<file path="src/rtl/fpCmpPkg.sv">
// fpCmpPkg: definitions shared by the FP64 compare unit and its result consumer.
//   - bit positions of the 16-bit compare condition vector
//   - cmp_cond_t: legal condition selectors (EQ=0 ... ORD=12)
//   - cmp_res_t : one buffered result {res, tag, exc, trap}
//   - cond_is_illegal(): true for selectors that name no condition (5,6,7,13,14,15)
package fpCmpPkg;

    localparam int unsigned CMP_RESW = 64;
    localparam int unsigned CMP_TAGW = 6;

    localparam int unsigned CMP_EQ_BIT     = 0;
    localparam int unsigned CMP_LT_BIT     = 1;
    localparam int unsigned CMP_LE_BIT     = 2;
    localparam int unsigned CMP_MAGLT_BIT  = 3;
    localparam int unsigned CMP_UNORD_BIT  = 4;
    localparam int unsigned CMP_NE_BIT     = 8;
    localparam int unsigned CMP_GE_BIT     = 9;
    localparam int unsigned CMP_GT_BIT     = 10;
    localparam int unsigned CMP_NMAGLT_BIT = 11;
    localparam int unsigned CMP_ORD_BIT    = 12;

    typedef enum logic [3:0] {
        EQ     = 4'(CMP_EQ_BIT),
        LT     = 4'(CMP_LT_BIT),
        LE     = 4'(CMP_LE_BIT),
        MAGLT  = 4'(CMP_MAGLT_BIT),
        UNORD  = 4'(CMP_UNORD_BIT),
        NE     = 4'(CMP_NE_BIT),
        GE     = 4'(CMP_GE_BIT),
        GT     = 4'(CMP_GT_BIT),
        NMAGLT = 4'(CMP_NMAGLT_BIT),
        ORD    = 4'(CMP_ORD_BIT)
    } cmp_cond_t;

    // The set-result is only ever 0 or 1, so one bit is stored per entry and
    // zero-extended on the way out.
    typedef struct packed {
        logic                res;
        logic [CMP_TAGW-1:0] tag;
        logic [1:0]          exc;   // {illegal, invalid}
        logic                trap;
    } cmp_res_t;

    function automatic logic cond_is_illegal(input logic [3:0] cond);
        return !(cond inside {EQ, LT, LE, MAGLT, UNORD, NE, GE, GT, NMAGLT, ORD});
    endfunction

endpackage

</file>
<file path="src/rtl/fp_cmp_skid2.sv">
// fp_cmp_skid2: 2-entry FIFO of type T with a registered ready.
// Ports:
//   clk_i, rst_ni         clock, asynchronous active-low reset
//   in_valid_i/in_ready_o push handshake; in_ready_o is a flop (no path from out_ready_i)
//   in_data_i             entry to push
//   out_valid_o           FIFO not empty
//   out_ready_i           pop the head when out_valid_o is high
//   out_data_o            head entry, stable while stalled
module fp_cmp_skid2
    import fpCmpPkg::*;
#(
    parameter type T = cmp_res_t
) (
    input  logic clk_i,
    input  logic rst_ni,
    input  logic in_valid_i,
    output logic in_ready_o,
    input  T     in_data_i,
    output logic out_valid_o,
    input  logic out_ready_i,
    output T     out_data_o
);

    T           mem_q [2];
    logic       wptr_q, rptr_q;
    logic [1:0] cnt_q, cnt_d;
    logic       rdy_q;
    logic       push, pop;

    assign push        = in_valid_i & rdy_q;
    assign out_valid_o = (cnt_q != 2'd0);
    assign pop         = out_valid_o & out_ready_i;
    assign in_ready_o  = rdy_q;
    assign out_data_o  = mem_q[rptr_q];

    always_comb begin
        cnt_d = cnt_q;
        if (push && !pop)      cnt_d = cnt_q + 2'd1;
        else if (pop && !push) cnt_d = cnt_q - 2'd1;
    end

    // Ready follows next-cycle occupancy, so a pop while full only re-opens
    // the input one cycle later.
    always_ff @(posedge clk_i or negedge rst_ni) begin
        if (!rst_ni) begin
            for (int unsigned i = 0; i < 2; i++) mem_q[i] <= '0;
            wptr_q <= 1'b0;
            rptr_q <= 1'b0;
            cnt_q  <= '0;
            rdy_q  <= 1'b1;
        end else begin
            if (push) begin
                mem_q[wptr_q] <= in_data_i;
                wptr_q        <= ~wptr_q;
            end
            if (pop) rptr_q <= ~rptr_q;
            cnt_q <= cnt_d;
            rdy_q <= (cnt_d != 2'd2);
        end
    end

endmodule

</file>
<file path="src/rtl/fp_cmp_result_unit.sv">
// fp_cmp_result_unit: selects one condition from the FP64 compare vector,
// produces a 0/1 set-result, computes {illegal, invalid} exceptions, keeps
// sticky flags, and returns results through a 2-entry buffer.
// Configuration macro: FP_CMP_TRAP_EN (adds trap_en_i; otherwise trap_o = 0).
// Ports:
//   clk_i, rst_ni              clock, asynchronous active-low reset
//   in_valid_i/in_ready_o      input handshake
//   cmp_i, nan_i, snan_i       compare vector and NaN flags
//   cond_i, sig_i, tag_i       condition select, signalling compare, opaque tag
//   out_valid_o/out_ready_i    output handshake
//   res_o, tag_o, exc_o        result, tag, per-result {illegal, invalid}
//   fflags_o, fflags_clr_i     sticky {illegal, invalid} and its clear
//   trap_en_i                  {illegal, invalid} trap enables (FP_CMP_TRAP_EN only)
//   trap_o                     trap request for the head entry
module fp_cmp_result_unit
    import fpCmpPkg::*;
#(
    parameter int unsigned RESW = CMP_RESW,
    parameter int unsigned TAGW = CMP_TAGW
) (
    input  logic            clk_i,
    input  logic            rst_ni,
    input  logic            in_valid_i,
    output logic            in_ready_o,
    input  logic [15:0]     cmp_i,
    input  logic            nan_i,
    input  logic            snan_i,
    input  logic [3:0]      cond_i,
    input  logic            sig_i,
    input  logic [TAGW-1:0] tag_i,
    output logic            out_valid_o,
    input  logic            out_ready_i,
    output logic [RESW-1:0] res_o,
    output logic [TAGW-1:0] tag_o,
    output logic [1:0]      exc_o,
    output logic [1:0]      fflags_o,
    input  logic            fflags_clr_i,
`ifdef FP_CMP_TRAP_EN
    input  logic [1:0]      trap_en_i,
`endif
    output logic            trap_o
);

    cmp_res_t   entry, head;
    logic       illegal, invalid, accept;
    logic [1:0] fflags_q, fflags_d;

    assign illegal = cond_is_illegal(cond_i);
    assign invalid = sig_i ? nan_i : snan_i;
    assign accept  = in_valid_i & in_ready_o;

    always_comb begin
        entry     = '0;
        entry.res = cmp_i[cond_i] & ~illegal;
        entry.tag = tag_i;
        entry.exc = {illegal, invalid};
`ifdef FP_CMP_TRAP_EN
        entry.trap = |({illegal, invalid} & trap_en_i);
`else
        entry.trap = 1'b0;
`endif
    end

    fp_cmp_skid2 #(.T(cmp_res_t)) u_buf (
        .clk_i       (clk_i),
        .rst_ni      (rst_ni),
        .in_valid_i  (in_valid_i),
        .in_ready_o  (in_ready_o),
        .in_data_i   (entry),
        .out_valid_o (out_valid_o),
        .out_ready_i (out_ready_i),
        .out_data_o  (head)
    );

    assign res_o  = {{(RESW-1){1'b0}}, head.res};
    assign tag_o  = head.tag;
    assign exc_o  = head.exc;
    assign trap_o = out_valid_o & head.trap;

    // Clear is applied before OR-ing in this cycle's exceptions so set wins.
    always_comb begin
        fflags_d = fflags_clr_i ? 2'b00 : fflags_q;
        if (accept) fflags_d = fflags_d | entry.exc;
    end

    always_ff @(posedge clk_i or negedge rst_ni) begin
        if (!rst_ni) fflags_q <= '0;
        else         fflags_q <= fflags_d;
    end

    assign fflags_o = fflags_q;

endmodule

</file>
<file path="config.mk">
export PLATFORM = sky130hd
export DESIGN_NAME = fp_cmp_result_unit
export DESIGN_NICKNAME = d
export VERILOG_FILES = /design/src/rtl/fpCmpPkg.sv /design/src/rtl/fp_cmp_skid2.sv /design/src/rtl/fp_cmp_result_unit.sv
export SDC_FILE = /design/constraint.sdc
export NUM_CORES = 1
export LEC_CHECK = 0
export CORE_MARGIN = 3
export CORE_UTILIZATION = 40
export DETAILED_ROUTE_END_ITERATION = 16
export GPL_TIMING_DRIVEN = 1
export HOLD_SLACK_MARGIN = 0.12
export PLACE_DENSITY = 0.87
export SKIP_CTS_REPAIR_TIMING = 1
export SYNTH_ARGS = -nofsm -noshare
export SYNTH_HDL_FRONTEND = slang
export SYNTH_SLANG_ARGS = --single-unit
</file>
<file path="constraint.sdc">
create_clock -name clk_i -period 2.4 [get_ports clk_i]
set_input_delay 0.72 -clock clk_i [delete_from_list [all_inputs] [get_ports clk_i]]
set_output_delay 0.72 -clock clk_i [all_outputs]
set_load 0.01 [all_outputs]
</file>
### Yosys cells after proc, flatten, opt, wreduce, memory -nomap -nowiden

Index checks and enable logic that the tools add are counted.
W data, S select, Z words.

* flip-flop bits (word level): 27
* bits of input ports: 34
* output and inout port bits: 77
* word-level logic and storage cells: 60

* $add $sub $neg: 2
* order comparisons: 4
* equal/unequal tests: 10
* muxes and demuxes: 13
* bitwise logic cells: 9
* reductions and logical operators: 9

Operators by type and width (number)
* $mux W10: 4
* $bwmux W20: 1
* $eq A4 B4 Y1 const B: 5
* $demux W10 S1: 1
* $reduce_bool A10 Y1: 1
* $eq A4 B2 Y1 const B: 2
* $mux W2: 4
* $lt A4 B5 Y1 const B: 1
* $and A1 B1 Y1: 4
* $bmux W1 S4: 1
* $eq A4 B1 Y1 const B: 1
* $eq A4 B3 Y1 const B: 1
* $ge A2 B2 Y1 const B: 2
* $logic_not A4 Y1: 1
* $not A1 Y2: 2
* $logic_and A1 B1 Y1: 3
* $logic_not A1 Y1: 3
* $add A2 B1 Y2 const B: 1
* $lt A2 B1 Y1 const B: 1
* $mux W1: 2
* $ne A2 B2 Y1 const B: 1
* $not A1 Y1: 2
* $or A2 B2 Y2: 1
* $reduce_bool A2 Y1: 1
* $sub A2 B1 Y2 const B: 1

### Logic depth before layout (Yosys ltp)

Gate-level depths: netlist of run 1.

* word-level depth: 6
* depth in mapped cells: 6
* gate-level depth less buffers: 6

### By module

A second synthesis of run 1 with hierarchy kept.

* cells, all modules: 167
* area total of the unflattened synthesis: 1833.0 um^2

Modules (own cells, without submodules)
* fp_cmp_skid2: times used 1, cells each 76, area an instance 1132.3 um^2, sequential area each 626.9 um^2
* fp_cmp_result_unit: times used 1, cells each 91, area an instance 700.7 um^2, sequential area each 50.0 um^2

### Worst setup path after synthesis of run 1

Ideal clock, no wire load.

* path type: in2reg
* start point: input in_valid_i
* end point: register u_buf.mem_q[15] in the netlist's numbering
* library setup time: 0.125 ns
* arrival: 1.548 ns
* data required time: 2.275 ns
* setup slack: 0.727 ns
* stages on the path: 5
* buffers on the path: 2
* path through: nand2_2 or2_1 buf_6 buf_8 mux2_4

* longest elaborated chain between the ends: 1

Ends and longest elaborated chain
* start: declaration: line fp_cmp_result_unit.sv:23 `input logic in_valid_i,`
* $and A1 B1 Y1: line fp_cmp_skid2.sv:30 `assign push = in_valid_i & rdy_q;`
* end signal: indexed assignment: line fp_cmp_skid2.sv:53 `mem_q[wptr_q] <= in_data_i;`
* end: declaration: line fp_cmp_skid2.sv:24 `T mem_q [2];`

No other way between the ends.
A chain may end at the register's enable or synchronous reset.

### Worst setup path after layout of run 1

* start point: register u_buf.rptr_q
* end point: output tag_o[3]

* longest elaborated chain between the ends: 4

Ends and longest elaborated chain
* start: declaration: line fp_cmp_skid2.sv:25 `logic wptr_q, rptr_q;`
* start signal: assignment: line fp_cmp_skid2.sv:56 `if (pop) rptr_q <= ~rptr_q;`
* $not A1 Y2 (implied by the code): line fp_cmp_skid2.sv:34 `assign out_data_o = mem_q[rptr_q];`
* $mux W10 (implied by the code) (3 in series): line fp_cmp_skid2.sv:34
* end: declaration: line fp_cmp_result_unit.sv:34 `output logic [TAGW-1:0] tag_o,`

No other way between the ends. The select of a mux whose other input is x is not followed.

==> metrics.txt, run 1 <==
register area share after synthesis=0.3589; Total Routed Length=slightly below 3 mm; htree depth=1; Clk Tree Root Cell=clkbuf_8; largest fanout on the critical path=10; pwr/cell area=just under 1000 nW/um^2; Worst setup EP type=output pin; CTS tree=built; P_leak=about 1 nW; unrepaired setup endpoints after global routing=false; share of power burned in registers=0.376; overall power=1.995 mW; die outline height=about 70 um; DR WL/cell=approximately 11 um; first-pass GRT wire length=roughly 4.3 mm; Finish-stage setup viols=0; Internal=~1.3 mW; final hold violation count=0; switching pwr=653.7 uW; CP max stage delay=approximately 0.50 ns; Final Max Slew Viols=0; Slew @ Worst Pin=between 0.5 and 0.6 ns; Ys Warns=0; IO buf count=between 40 and 50; synthesized flop and latch total=25; Final Worst Setup Slack=0.06394 ns; Vias per Instance=a little over 4; Crit path buffers/inverters=1; CP cell instances=mux2_2, clkdlybuf4s50_1; Initial DRC Count=70; syn_area_per_cell=10.21 um^2; slowest stage cell, crit path=dfrtp_2; worst endpoint data arrival time=1.62 ns; sw frac=0.3277; clock buffer depth=2; number of antenna cells inserted=0; part of the power in combinational logic=0.503; synthesized netlist cell count=between 150 and 200; CP required=approximately 1.7 ns; status=complete, no violations; clock insertion delay at the later pin of the skew report=between 0.2 and 0.3 ns; core footprint=between 4000 and 5000 um^2; Rel. slew slack=0.6266; Antenna Nets Post-Route=0; Worst-path clk slew=0.08 ns; final period utilization=0.9734; clk sinks=25; final setup TNS=0 ns; Final #Nets=approximately 250; placed insts=approximately 260; clock share of power=0.121; Period minus WS final=between 2 and 2.5 ns; IO Pins=between 100 and 150; min-delay worst type=reg -> reg; Peak VDD IR=0.0003113 V; clock buffer count from CTS=3; clk_skew=around 0.0038 ns; dpl ws=0.1757 ns; die width=~72 um; starting density of the core=0.4244; area grow syn2layout=14.90%; Post-route DRC=0; Row Count=23; CP top delay family=flip-flops; dpl hpwl=2.357 mm; largest net degree at the start of global routing=26; die area=5196 um^2; Fmax=around 0.43 GHz; GR Overflow Total=0; TritonRoute pass-1 iters=4; gr usage total=0.1026; CP Class=reg -> out; FILL cells=around 390; routability cong.=0.6877; initial antenna violation count=0; reg-to-reg slack, setup=between 0.7 and 0.8 ns; Netlist Area Pre-Place=between 1500 and 2000 um^2; Layout Cells excl Fill=around 260; Vias=~1100; Synth cell types=33; share of cells above drive strength 1=0.1502; max-cap violations=0; CP startpoint kind=flip-flop; vias in the first global route=approximately 1000
## cells by family (layout without fill, tap and decap cells)
group | count (synthesis) | after routing | share of synthesized area
buf+inv | 75 | 54 | 0.3138
mux | 27 | 27 | 0.1762
flops | 25 | 25 | 0.3589
simple gates | 23 | 23 | 0.06664
compound gates | 16 | 16 | 0.06017
xor+xnor | 3 | 3 | 0.01505
fa+ha+maj | 1 | 1 | 0.007162
other cells | 1 | 64 | 0.002147
## power groups by stage
stage / Clock, mW / Sequential [mW] / Combinational, mW
floorplan: 0 / 0.704 / 0.740
global placement: 0 / 0.744 / 0.983
detailed placement: 0 / 0.756 / 1.01
CTS: 0.250 / 0.749 / 1.02
global route: 0.266 / 0.775 / 1.09
finish: 0.242 / 0.750 / 1.00
## state kept, by name, indices dropped and copies added (netlist names)
name              count
u_buf.mem_q          18
u_buf.wptr_q          1
u_buf.rptr_q          1
u_buf.in_ready_o      1
fflags_o              2
u_buf.cnt_q           2
## cells in the final DEF (no fill, tap or decap), types with 2 or more instances in the layout
| master | netlist | final |
|---|---|---|
| a32oi_1 | 2 | 2 |
| buf_4 | 65 | 3 |
| clkbuf_8 | 0 | 3 |
| clkdlybuf4s50_1 | 0 | 42 |
| conb_1 | 1 | 64 |
| dfrtp_1 | 24 | 23 |
| inv_1 | 5 | 5 |
| mux2_2 | 18 | 18 |
| mux2_4 | 3 | 3 |
| mux2i_1 | 6 | 6 |
| nand2_1 | 10 | 10 |
| nand3_1 | 2 | 2 |
| nor2_1 | 2 | 2 |
| o21ai_0 | 7 | 7 |
| o22ai_1 | 2 | 2 |
| o31ai_1 | 2 | 2 |
| xor2_1 | 2 | 2 |
## cell type report
type / instances / area (um^2) / area share
Multi-Input combinational cell: 134 / 808.3 / 0.4027
Timing Repair Buffer: 45 / 442.9 / 0.2207
Sequential cell: 25 / 628.1 / 0.3130
Clock buffer: 3 / 41.29 / 0.02057
Clock inverter: 1 / 5.005 / 0.002494
Inverter: 5 / 18.77 / 0.009352
Tap cell: 50 / 62.56 / 0.03117
## worst min-delay path: cells and delay by family, from the launching register on
kind	cells	cell delay, ns
DFF	1	0.34
and+or+nand+nor	1	0.05
AOI/OAI and AO/OA	1	0.05
## cells in the mapped netlist, drive strengths merged
cell / number / area, um^2
dfrtp: 24 / 600.6
o22ai: 2 / 12.51
nand3b: 1 / 7.510
nor2b: 1 / 6.260
o31ai: 2 / 15.01
dfstp: 1 / 26.28
nor3b: 1 / 7.510
nor2: 2 / 7.510
inv: 5 / 18.77
a32oi: 2 / 17.52
conb: 1 / 3.750
a211oi: 1 / 7.510
xnor2: 1 / 8.760
ha: 1 / 12.51
nor3: 1 / 5.000
o21ai: 7 / 35.03
o21bai: 1 / 7.510
buf: 70 / 529.3
mux2i: 6 / 60.06
and3b: 1 / 8.760
nand2: 11 / 43.80
mux2: 21 / 247.7
xor2: 2 / 17.52
or2: 2 / 12.52
and2b: 1 / 7.510
nand3: 2 / 10.01
o211a: 1 / 10.01
## through the flow
step / hold WS, ns / util / instance area [um^2]
after floorplan: 0.4244 / - / 1983
after global placement: 0.4551 / 0.4761 / 1959
after detailed placement: 0.4621 / 0.4761 / 1959
after CTS: 0.4816 / 0.4874 / 2006
after global routing: 0.5046 / 0.4877 / 2007
final: 0.4753 / 0.4877 / 2007
## final timing paths
check / from / to / cells past startpoint
worst min register to register: u_buf.mem_q[19] / u_buf.mem_q[19] / 2
min in group asynchronous: rst_ni / u_buf.mem_q[8] / 2
max in group asynchronous: rst_ni / u_buf.in_ready_o / 2
worst min-delay path: u_buf.mem_q[19] / u_buf.mem_q[19] / 2
worst max-delay path: u_buf.rptr_q / tag_o[3] / 2
worst max register to register: u_buf.cnt_q[0] / u_buf.cnt_q[1] / 6
## per-layer routing
| layer | track usage | vias up | part of all wire |
|---|---|---|---|
| met1 | 0.1034 | 499 | 0.36 |
| li1 | - | 523 | - |
| met4 | 0.03758 | 0 | 0.0048 |
| met2 | 0.2032 | 56 | 0.54 |
| met5 | 0 | - | 0 |
| met3 | 0.02078 | 2 | 0.10 |
(Power assumes the default switching activity.)
==> inputs of run 2 (changes only) <==
Settings changed: CORE_UTILIZATION 40 to 41, SYNTH_HIERARCHICAL set to 1.
==> run 2 against run 1 <==
Net effect:
- utilization increased by 4.0 points
- synthesized cell count is 2.3% lower
- global-route usage grew 1.1 points
- die area increased by 2.2%
- fmax about the same
- largest cell class unchanged
- setup slack is essentially flat
- sequential share of layout area down 0.29 points
- routed wire length is 8.3% higher
- flip-flop and latch count is 2 higher
==> metrics.txt, run 2 <==
Post-Synth XOR/XNOR Area=0.01433; syn_area_per_cell=about 11 um^2; Antenna Nets Post-Route=0; P_leak=approximately 1.1 nW; complex-gate fraction of the synthesized area=0.04232; biggest area consumer among synthesized cells=dfrtp_1; largest family of logic cells by synthesized area=buffers and inverters; Post-synth EDFFs=0; register with the most flip-flops=u_buf/mem_q; Synth top cells by count=buf_4, dfrtp_1, mux2_2, mux2_4, nand2_1; Fmax=between 0.4 and 0.5 GHz; CP Class=reg -> out; status=complete, no violations; share of cells above drive strength 1=0.2136; Final Max Slew Viols=0; max reg flops=20; largest net degree at the start of global routing=28; final period utilization=0.9735; final hold violation count=0; Peak VDD IR=0.0005741 V; Vias per Instance=approximately 4.2; final core utilization=0.5278; Ys Warns=6; synthesized flop and latch total=27; number of antenna cells inserted=0; largest fanout on the critical path=5; CP startpoint kind=flip-flop; synthesized netlist cell count=about 170; Clk Tree Root Cell=clkbuf_8; Finish-stage setup viols=0; Fin Hold WS=a little under 0.5 ns; Total Routed Length=roughly 3.1 mm; Worst-path clk slew=0.09 ns; most frequent cell after synthesis=buf_4; Finished Cell Area=2187 um^2; Post-Synth Simple-Gate Area=0.04710; gr usage total=0.1141; Post-route DRC=0; first-pass GRT wire length=around 4.7 mm; Slew @ Worst Pin=about 0.67 ns; pwr/cell area=around 1000 nW/um^2; IO buf count=42; Initial DRC Count=18; die outline height=~73 um; multiplexer area fraction after synthesis=0.2369; routability cong.=roughly 0.70; clock insertion delay at the later pin of the skew report=between 0.2 and 0.3 ns; unrepaired setup endpoints after global routing=false; die width=between 70 and 80 um; clk sinks=27; core footprint=roughly 4100 um^2; min-delay worst type=reg -> reg; clock buffer count from CTS=3; Post-synth ARST share=1.000; commonest non-fill, non-tap cell in the layout=conb_1; clock buffer depth=2; clk_skew=about 0.0044 ns; Synth area leaders=dfrtp_1, buf_4, mux2_2, mux2_4, mux2i_1; IO Pins=111; initial antenna violation count=0; GR Overflow Total=0; area grow syn2layout=19.32%; worst endpoint data arrival time=between 1.5 and 2 ns; Yosys top cell area share=0.3549; Period minus WS final=roughly 2.3 ns; htree depth=1; TritonRoute pass-1 iters=4; dpl cell area=2093 um^2; Vias=1136; starting density of the core=0.4423; Worst setup EP type=output pin; most frequent cells in the layout=conb_1, clkdlybuf4s50_1, dfrtp_1; Synth cell types=29; dpl hpwl=roughly 2.5 mm; Main synth FF type=dfrtp_1; max-cap violations=0; adder-cell share of the synthesized area=0.006826; Final #Nets=256; register area share after synthesis=0.3693; vias in the first global route=1040; Netlist Area Pre-Place=1833 um^2; DR WL/cell=~12 um; Row Count=23; CTS tree=built; CP required=roughly 1.7 ns; Rel. slew slack=0.5536; die area=5309 um^2
-- run 2: cell types whose count changed after synthesis, sizes merged, moves of 4 or more --
cell / change
o21ai: -4
nand2: -5
mux2: +11
a21oi: +4
buf: -4
-- run 2: logic make-up (layout without fill, tap and decap cells) --
group,count (synthesis),in the layout
AOI/OAI and AO/OA,12,12
xor gates and xnor gates,3,3
adders and majority gates,1,1
buffers and inverters,70,59
DFF,27,27
muxes,36,36
other,1,65
and+or+nand+nor,17,17
-- run 2: worst paths after layout --
path	startpoint	endpoint	slack (ns)	depth (start not counted)
max in group asynchronous	rst_ni	u_buf/in_ready_o	1.29	2
max	u_buf/rptr_q	exc_o[0]	0.06	3
min	u_buf/cnt_q[1]	u_buf/cnt_q[1]	0.50	2
min reg2reg	u_buf/cnt_q[1]	u_buf/cnt_q[1]	0.50	2
max reg2reg	u_buf/in_ready_o	u_buf/mem_q[18]	0.76	3
min in group asynchronous	rst_ni	u_buf/mem_q[19]	0.82	2
-- run 2: critical path: stages (launching register included) --
cell	delay [ns]
dfrtp_2	0.41
buf_4	0.14
mux2_2	0.32
clkdlybuf4s50_1	0.48
-- run 2: power breakdown --
group | internal, mW | total [mW] | switching, mW
logic | 0.757 | 1.22 | 0.464
registers | 0.681 | 0.797 | 0.116
clock network | 0.119 | 0.249 | 0.131
total | 1.56 | 2.27 | 0.711
-- run 2: layout make-up --
cell class                      instances  area [um^2]
Sequential cell                        27        678.2
Fill cell                             364         1957
Multi-Input combinational cell        134        880.8
Tap cell                               50        62.56
Inverter                                4        15.01
Timing Repair Buffer                   51        505.5
Clock buffer                            4        45.04
-- run 2: per-stage QoR --
stage | power [mW] | setup WS (ns) | TNS (ns) | std cells
2_1_floorplan | 1.597 | 0.7658 | 0 | 231
3_3_place_gp | 1.974 | 0.03297 | 0 | 262
6_report | 2.267 | 0.06366 | 0 | 270
3_5_place_dp | 2.014 | 0.02715 | 0 | 262
5_1_grt | 2.442 | 0.002706 | 0 | 270
4_1_cts | 2.272 | -0.09790 | -0.6681 | 266
-- run 2: routing by layer --
layer,vias up,global-route usage,share of wire
li1,533,-,-
met1,538,0.1398,0.41
met2,62,0.2024,0.49
met3,3,0.02755,0.092
met4,0,0.02459,0.0067
met5,-,0,0
